==> src/rtl/bpf_fetch_unit.sv <==
// BPF CPU fetch front end: owns the PC, drives the dual-port code memory and
// sequences one filter run per packet (IDLE -> RUN -> DONE).
module bpf_fetch_unit #(
    parameter int CODE_ADDR_WIDTH = 10
) (
    input  logic                       i_clk,
    input  logic                       i_rst,
    input  logic                       i_start,
    input  logic                       i_inst_rd_en,
    input  logic                       i_pc_en,
    input  logic [1:0]                 i_pc_sel,
    input  logic [CODE_ADDR_WIDTH-1:0] i_jt,
    input  logic [CODE_ADDR_WIDTH-1:0] i_jf,
    input  logic [31:0]                i_imm,
    input  logic [CODE_ADDR_WIDTH-1:0] i_jmp_correction,
    input  logic                       i_acc,
    input  logic                       i_rej,
    output logic [CODE_ADDR_WIDTH-1:0] o_code_addr,
    output logic                       o_code_rd_en,
    input  logic [63:0]                i_code_data,
    output logic [63:0]                o_instr_out,
    output logic                       o_running,
    output logic                       o_verdict_vld,
    output logic                       o_verdict_acc
);

    localparam int W = CODE_ADDR_WIDTH;

    typedef enum logic [1:0] {
        ST_IDLE = 2'd0,
        ST_RUN  = 2'd1,
        ST_DONE = 2'd2
    } state_t;

    state_t         r_state;
    state_t         w_state_nxt;
    logic [W-1:0]   r_pc;
    logic [W-1:0]   w_pc_nxt;
    logic           r_rd_pending;
    logic [63:0]    r_instr_hold;
    logic           r_verdict_acc;
    logic           w_running;
    logic           w_verdict_vld;
    logic           w_code_rd_en;
    logic           w_verdict;
    logic           w_unused_imm;

    // Redirect target; all operands are already W bits so the sum wraps silently.
    function automatic logic [W-1:0] f_redirect(input logic [W-1:0] pc,
                                                input logic [W-1:0] off,
                                                input logic [W-1:0] corr);
        return pc + off - corr;
    endfunction

    assign w_unused_imm = ^i_imm[31:W];

    // State register
    always_ff @(posedge i_clk) begin
        if (i_rst) begin
            r_state <= ST_IDLE;
        end else begin
            r_state <= w_state_nxt;
        end
    end

    // Next-state logic; start is only honoured in IDLE
    always_comb begin
        w_state_nxt = r_state;
        case (r_state)
            ST_IDLE: begin
                if (i_start) begin
                    w_state_nxt = ST_RUN;
                end else begin
                    w_state_nxt = ST_IDLE;
                end
            end
            ST_RUN: begin
                if (w_verdict) begin
                    w_state_nxt = ST_DONE;
                end else begin
                    w_state_nxt = ST_RUN;
                end
            end
            ST_DONE: w_state_nxt = ST_IDLE;
            default: w_state_nxt = ST_IDLE;
        endcase
    end

    // Output decode from the state register
    always_comb begin
        w_running     = (r_state == ST_RUN);
        w_verdict_vld = (r_state == ST_DONE);
        w_code_rd_en  = w_running & i_inst_rd_en;
        w_verdict     = w_running & (i_acc | i_rej);
    end

    // Next PC: redirects are suppressed in the verdict cycle, PC parks at 0 outside RUN
    always_comb begin
        w_pc_nxt = r_pc;
        case (r_state)
            ST_RUN: begin
                if (w_verdict || !i_pc_en) begin
                    w_pc_nxt = r_pc;
                end else begin
                    case (i_pc_sel)
                        2'b00:   w_pc_nxt = r_pc + {{(W-1){1'b0}}, 1'b1};
                        2'b01:   w_pc_nxt = f_redirect(r_pc, i_jt, i_jmp_correction);
                        2'b10:   w_pc_nxt = f_redirect(r_pc, i_jf, i_jmp_correction);
                        2'b11:   w_pc_nxt = f_redirect(r_pc, i_imm[W-1:0], i_jmp_correction);
                        default: w_pc_nxt = r_pc;
                    endcase
                end
            end
            ST_IDLE: w_pc_nxt = {W{1'b0}};
            ST_DONE: w_pc_nxt = {W{1'b0}};
            default: w_pc_nxt = {W{1'b0}};
        endcase
    end

    // PC, read tracking, instruction hold and verdict registers
    always_ff @(posedge i_clk) begin
        if (i_rst) begin
            r_pc          <= {W{1'b0}};
            r_rd_pending  <= 1'b0;
            r_instr_hold  <= 64'd0;
            r_verdict_acc <= 1'b0;
        end else begin
            r_pc         <= w_pc_nxt;
            // A read launched in the verdict cycle is dropped.
            r_rd_pending <= w_code_rd_en & ~w_verdict;
            if (r_rd_pending) begin
                r_instr_hold <= i_code_data;
            end else begin
                r_instr_hold <= r_instr_hold;
            end
            if (w_verdict) begin
                r_verdict_acc <= i_acc;
            end else begin
                r_verdict_acc <= r_verdict_acc;
            end
        end
    end

    assign o_code_addr   = r_pc;
    assign o_code_rd_en  = w_code_rd_en;
    assign o_instr_out   = r_rd_pending ? i_code_data : r_instr_hold;
    assign o_running     = w_running;
    assign o_verdict_vld = w_verdict_vld;
    assign o_verdict_acc = r_verdict_acc;

endmodule

==> config.mk <==
export PLATFORM = sky130hd
export DESIGN_NAME = bpf_fetch_unit
export DESIGN_NICKNAME = d
export VERILOG_FILES = /design/src/rtl/bpf_fetch_unit.sv
export SDC_FILE = /design/constraint.sdc
export NUM_CORES = 1
export LEC_CHECK = 0
export ABC_AREA = 1
export CAP_MARGIN = 20
export CORE_MARGIN = 2
export CORE_UTILIZATION = 34
export CTS_BUF_LIST = sky130_fd_sc_hd__clkbuf_4
export DETAILED_ROUTE_END_ITERATION = 6
export GPL_TIMING_DRIVEN = 0
export SLEW_MARGIN = 20
export SYNTH_ARGS = -nofsm -noshare
export SYNTH_HDL_FRONTEND = slang
export SYNTH_SLANG_ARGS = --single-unit
==> constraint.sdc <==
create_clock -name i_clk -period 5.9 [get_ports i_clk]
set_clock_uncertainty 0.15 [all_clocks]
set_input_delay 1.475 -clock i_clk [delete_from_list [all_inputs] [get_ports i_clk]]
set_output_delay 1.475 -clock i_clk [all_outputs]
set_load 0.02 [all_outputs]
==> flow_summary.ini <==
[logic_synthesis]
yosysMostFrequentCell = nand2_1
syn_nets = 1044
netlist_area_um2 = 5560
synth_mux_area_frac = 0
synth_top_area_frac = 0.281
ys_seq_area_frac = 0.281
synthAdderAreaFrac = 0.162
synth_flop_cell = dfxtp_1
synth_top_family_by_area = simple AND/OR/NAND/NOR gates
synth-compound-area-share = 0.123
ys.warnings.count = 0
synth_seq_cells = 78
synth_edf_count = 0
synth_xor_area_frac = 0.00472
yosys-top-cells-count = nand2_1 (310), inv_1 (127), a21oi_1 (90), dfxtp_1 (78), nand3_1 (46)
synthTopCellsByArea = dfxtp_1 (28%), nand2_1 (21%), fa_1 (9.7%)
ys_types = 39
synthCells = 853
async_flop_share = 0
yosys.area_share.simple = 0.320
syn_area_per_cell_um2 = 6.52
synth_top_area_cell = dfxtp_1

[setup_path]
critPathMaxStageDelay_ps = 630
path_class = input port to primary output
end_kind = primary output
r2r_cells = 12
slowest_stage = clkdlybuf4s50_1
r2r_end = o_code_addr[7]
crit_required_ps = 4280
startpoint_type = input port
crit_family = buffers and inverters
regToRegStartpoint = o_code_addr[2]
cp_num_buf_inv = 2
crit_fanout = 2
crit_chain = clkdlybuf4s50_1 > nand2_1 > nand2_1 > clkdlybuf4s50_1
arrival_ps = 2750
ff2ff_setup_slack_ps = 3090

[clock_tree]
cts_tree = yes
htree_num_levels = 3
cts_sinks = 78
root_buffer = clkbuf_4
clock_insertion_delay_worst_skew_ps = 420
cts_buffers = 9
clk_path_buf_depth = 2
clk_pin_slew_ps = 100
cts-resized-gates = 0
post_cts_buffers = 0
ctsHoldBuffers = 0

[routing]
dr_total_vias = 5692
final_antenna_net_count = 0
wl_um = 16800
initialDrtViolationCount = 277
dr.pass1.iters = 4
wl_per_cell_um = 13.1
via_per_inst = 4.47
drc_errors = 0

[global_routing]
grt_pass1_vias = 5288
grt_max_degree = 14
grt_overflow_total = 0
antenna_found_initial = 0
grt_usage = 0.198
grt_pass1_wl_um = 27700

[floorplan]
dieArea_um2 = 17400
die_width_um = 132
fp.dieH_um = 132
core_um2 = 15900
initial_utilization = 0.349
rows = 46
io_pins = 213

[timing]
setup_violations = 0
period_needed_ps = 4380
finalCritPeriodShare = 0.742
tightest_slew_ps = 495
slew_headroom = 0.670
fmax_mhz = 228
drv_slew = 0
finalHoldViolCount = 0
finalSetupTns_ps = 0
rsz0062_at_grt = no
hold_ws_ps = 316

[layout]
fillers = 1656
fin_cells = 1274
design_area_um2 = 7880
area_growth_pct = 41.7
finalCoreUtilization = 0.494
antennaDiodeCount = 0
fin_nets = 1244
drive_above_1_share = 0.0369

[place]
dpl_cell_area_um2 = 7720
io_buffers = 189
hpwl_um = 14000
dpl.cell_count = 1258
routabilityCongestion = 0.857

[min_path]
hold_path_class = flip-flop to flip-flop
hold_path_depth = 2
hp-start = o_verdict_acc
holdPathEnd = o_verdict_acc

[pwr]
leakage_nw = 3.84
ir_drop_uv = 94.9
p_per_area_nw_per_um2 = 176

[run_status]
outcome = finished clean

[job]
maxCapViolCount = 0
[worst reg2reg max path: stages (launching register included)]
cell and delay, ps:
dfxtp_1 530, inv_1 170, fa_1 500, inv_1 40, ha_1 360, or2_1 260, and2_1 190, nand2_1 120
nand3_1 80, nand3_1 100, nand3_1 100, nor2_1 90, nor2_1 40
[where the power goes]
group	total (mW)	switching, mW	leakage, nW	internal (mW)
registers	0.544	0.00566	0.631	0.538
clock network	0.360	0.190	0.0791	0.169
logic	0.485	0.269	3.13	0.216
[sequential cells by signal, summed over array words and instances, names as in the netlist]
register       count
r_instr_hold      64
o_code_addr       10
r_state            2
o_verdict_acc      1
r_rd_pending       1
[worst max path at each step]
stage                          startpoint  slack [ps]  cells after the start              end
after floorplan                   i_jf[2]        2430                     12   o_code_addr[7]
after global placement    i_code_data[46]        1510                      4  o_instr_out[46]
after detailed placement  i_code_data[44]        1520                      4  o_instr_out[44]
after CTS                 i_code_data[44]        1510                      4  o_instr_out[44]
after global routing      i_code_data[46]        1460                      4  o_instr_out[46]
final                     i_code_data[44]        1520                      4  o_instr_out[44]
[per-stage QoR]
step | total power, mW | setup WS [ps]
2_1_floorplan | 0.847 | 2430
3_3_place_gp | 1.04 | 1510
3_5_place_dp | 1.04 | 1520
4_1_cts | 1.41 | 1510
5_1_grt | 1.50 | 1460
6_report | 1.39 | 1520
[routing by layer]
layer / global-route usage / vias to the layer above / part of all wire
met1: 0.267 / 2471 / 0.48
met2: 0.327 / 148 / 0.46
met4: 0.0435 / 0 / 0.011
li1: - / 3059 / -
met5: 0 / - / 0
met3: 0.0411 / 14 / 0.051
[logic make-up after synthesis]
kind of cell             Yosys count
AND/OR/NAND/NOR                  428
buffers and inverters            159
AO/OA/AOI/OAI                    129
flip-flops                        78
adder cells (fa/ha/maj)           56
XOR/XNOR                           3
[cell usage in the layout, fill, tap and decap left out, types with 4 or more instances in the layout]
cell type        count
nor2_1              43
ha_1                29
nand3_1             46
inv_1              127
buf_1                7
inv_2                8
o21ai_0             10
nor2_2               4
nand3b_1             5
clkdlybuf4s50_1    189
nand2_1            310
nand4_1              4
o21ai_1             15
clkinv_1             4
clkbuf_1            12
fa_1                27
dfxtp_1             78
clkbuf_4             9
a21oi_1             90
[area by class of cell]
cell class	instances	area, um2	share of cell area
multi-input combinational	616	3400	0.431
timing repair buffer	189	1890	0.240
sequential	78	1560	0.198
inverter	137	517	0.0656
tap	216	270	0.0343
buffer	22	88.8	0.0113
clock inverter	7	87.6	0.0111
clock buffer	9	67.6	0.00857
No activity file was read; power rests on OpenSTA's default activity.
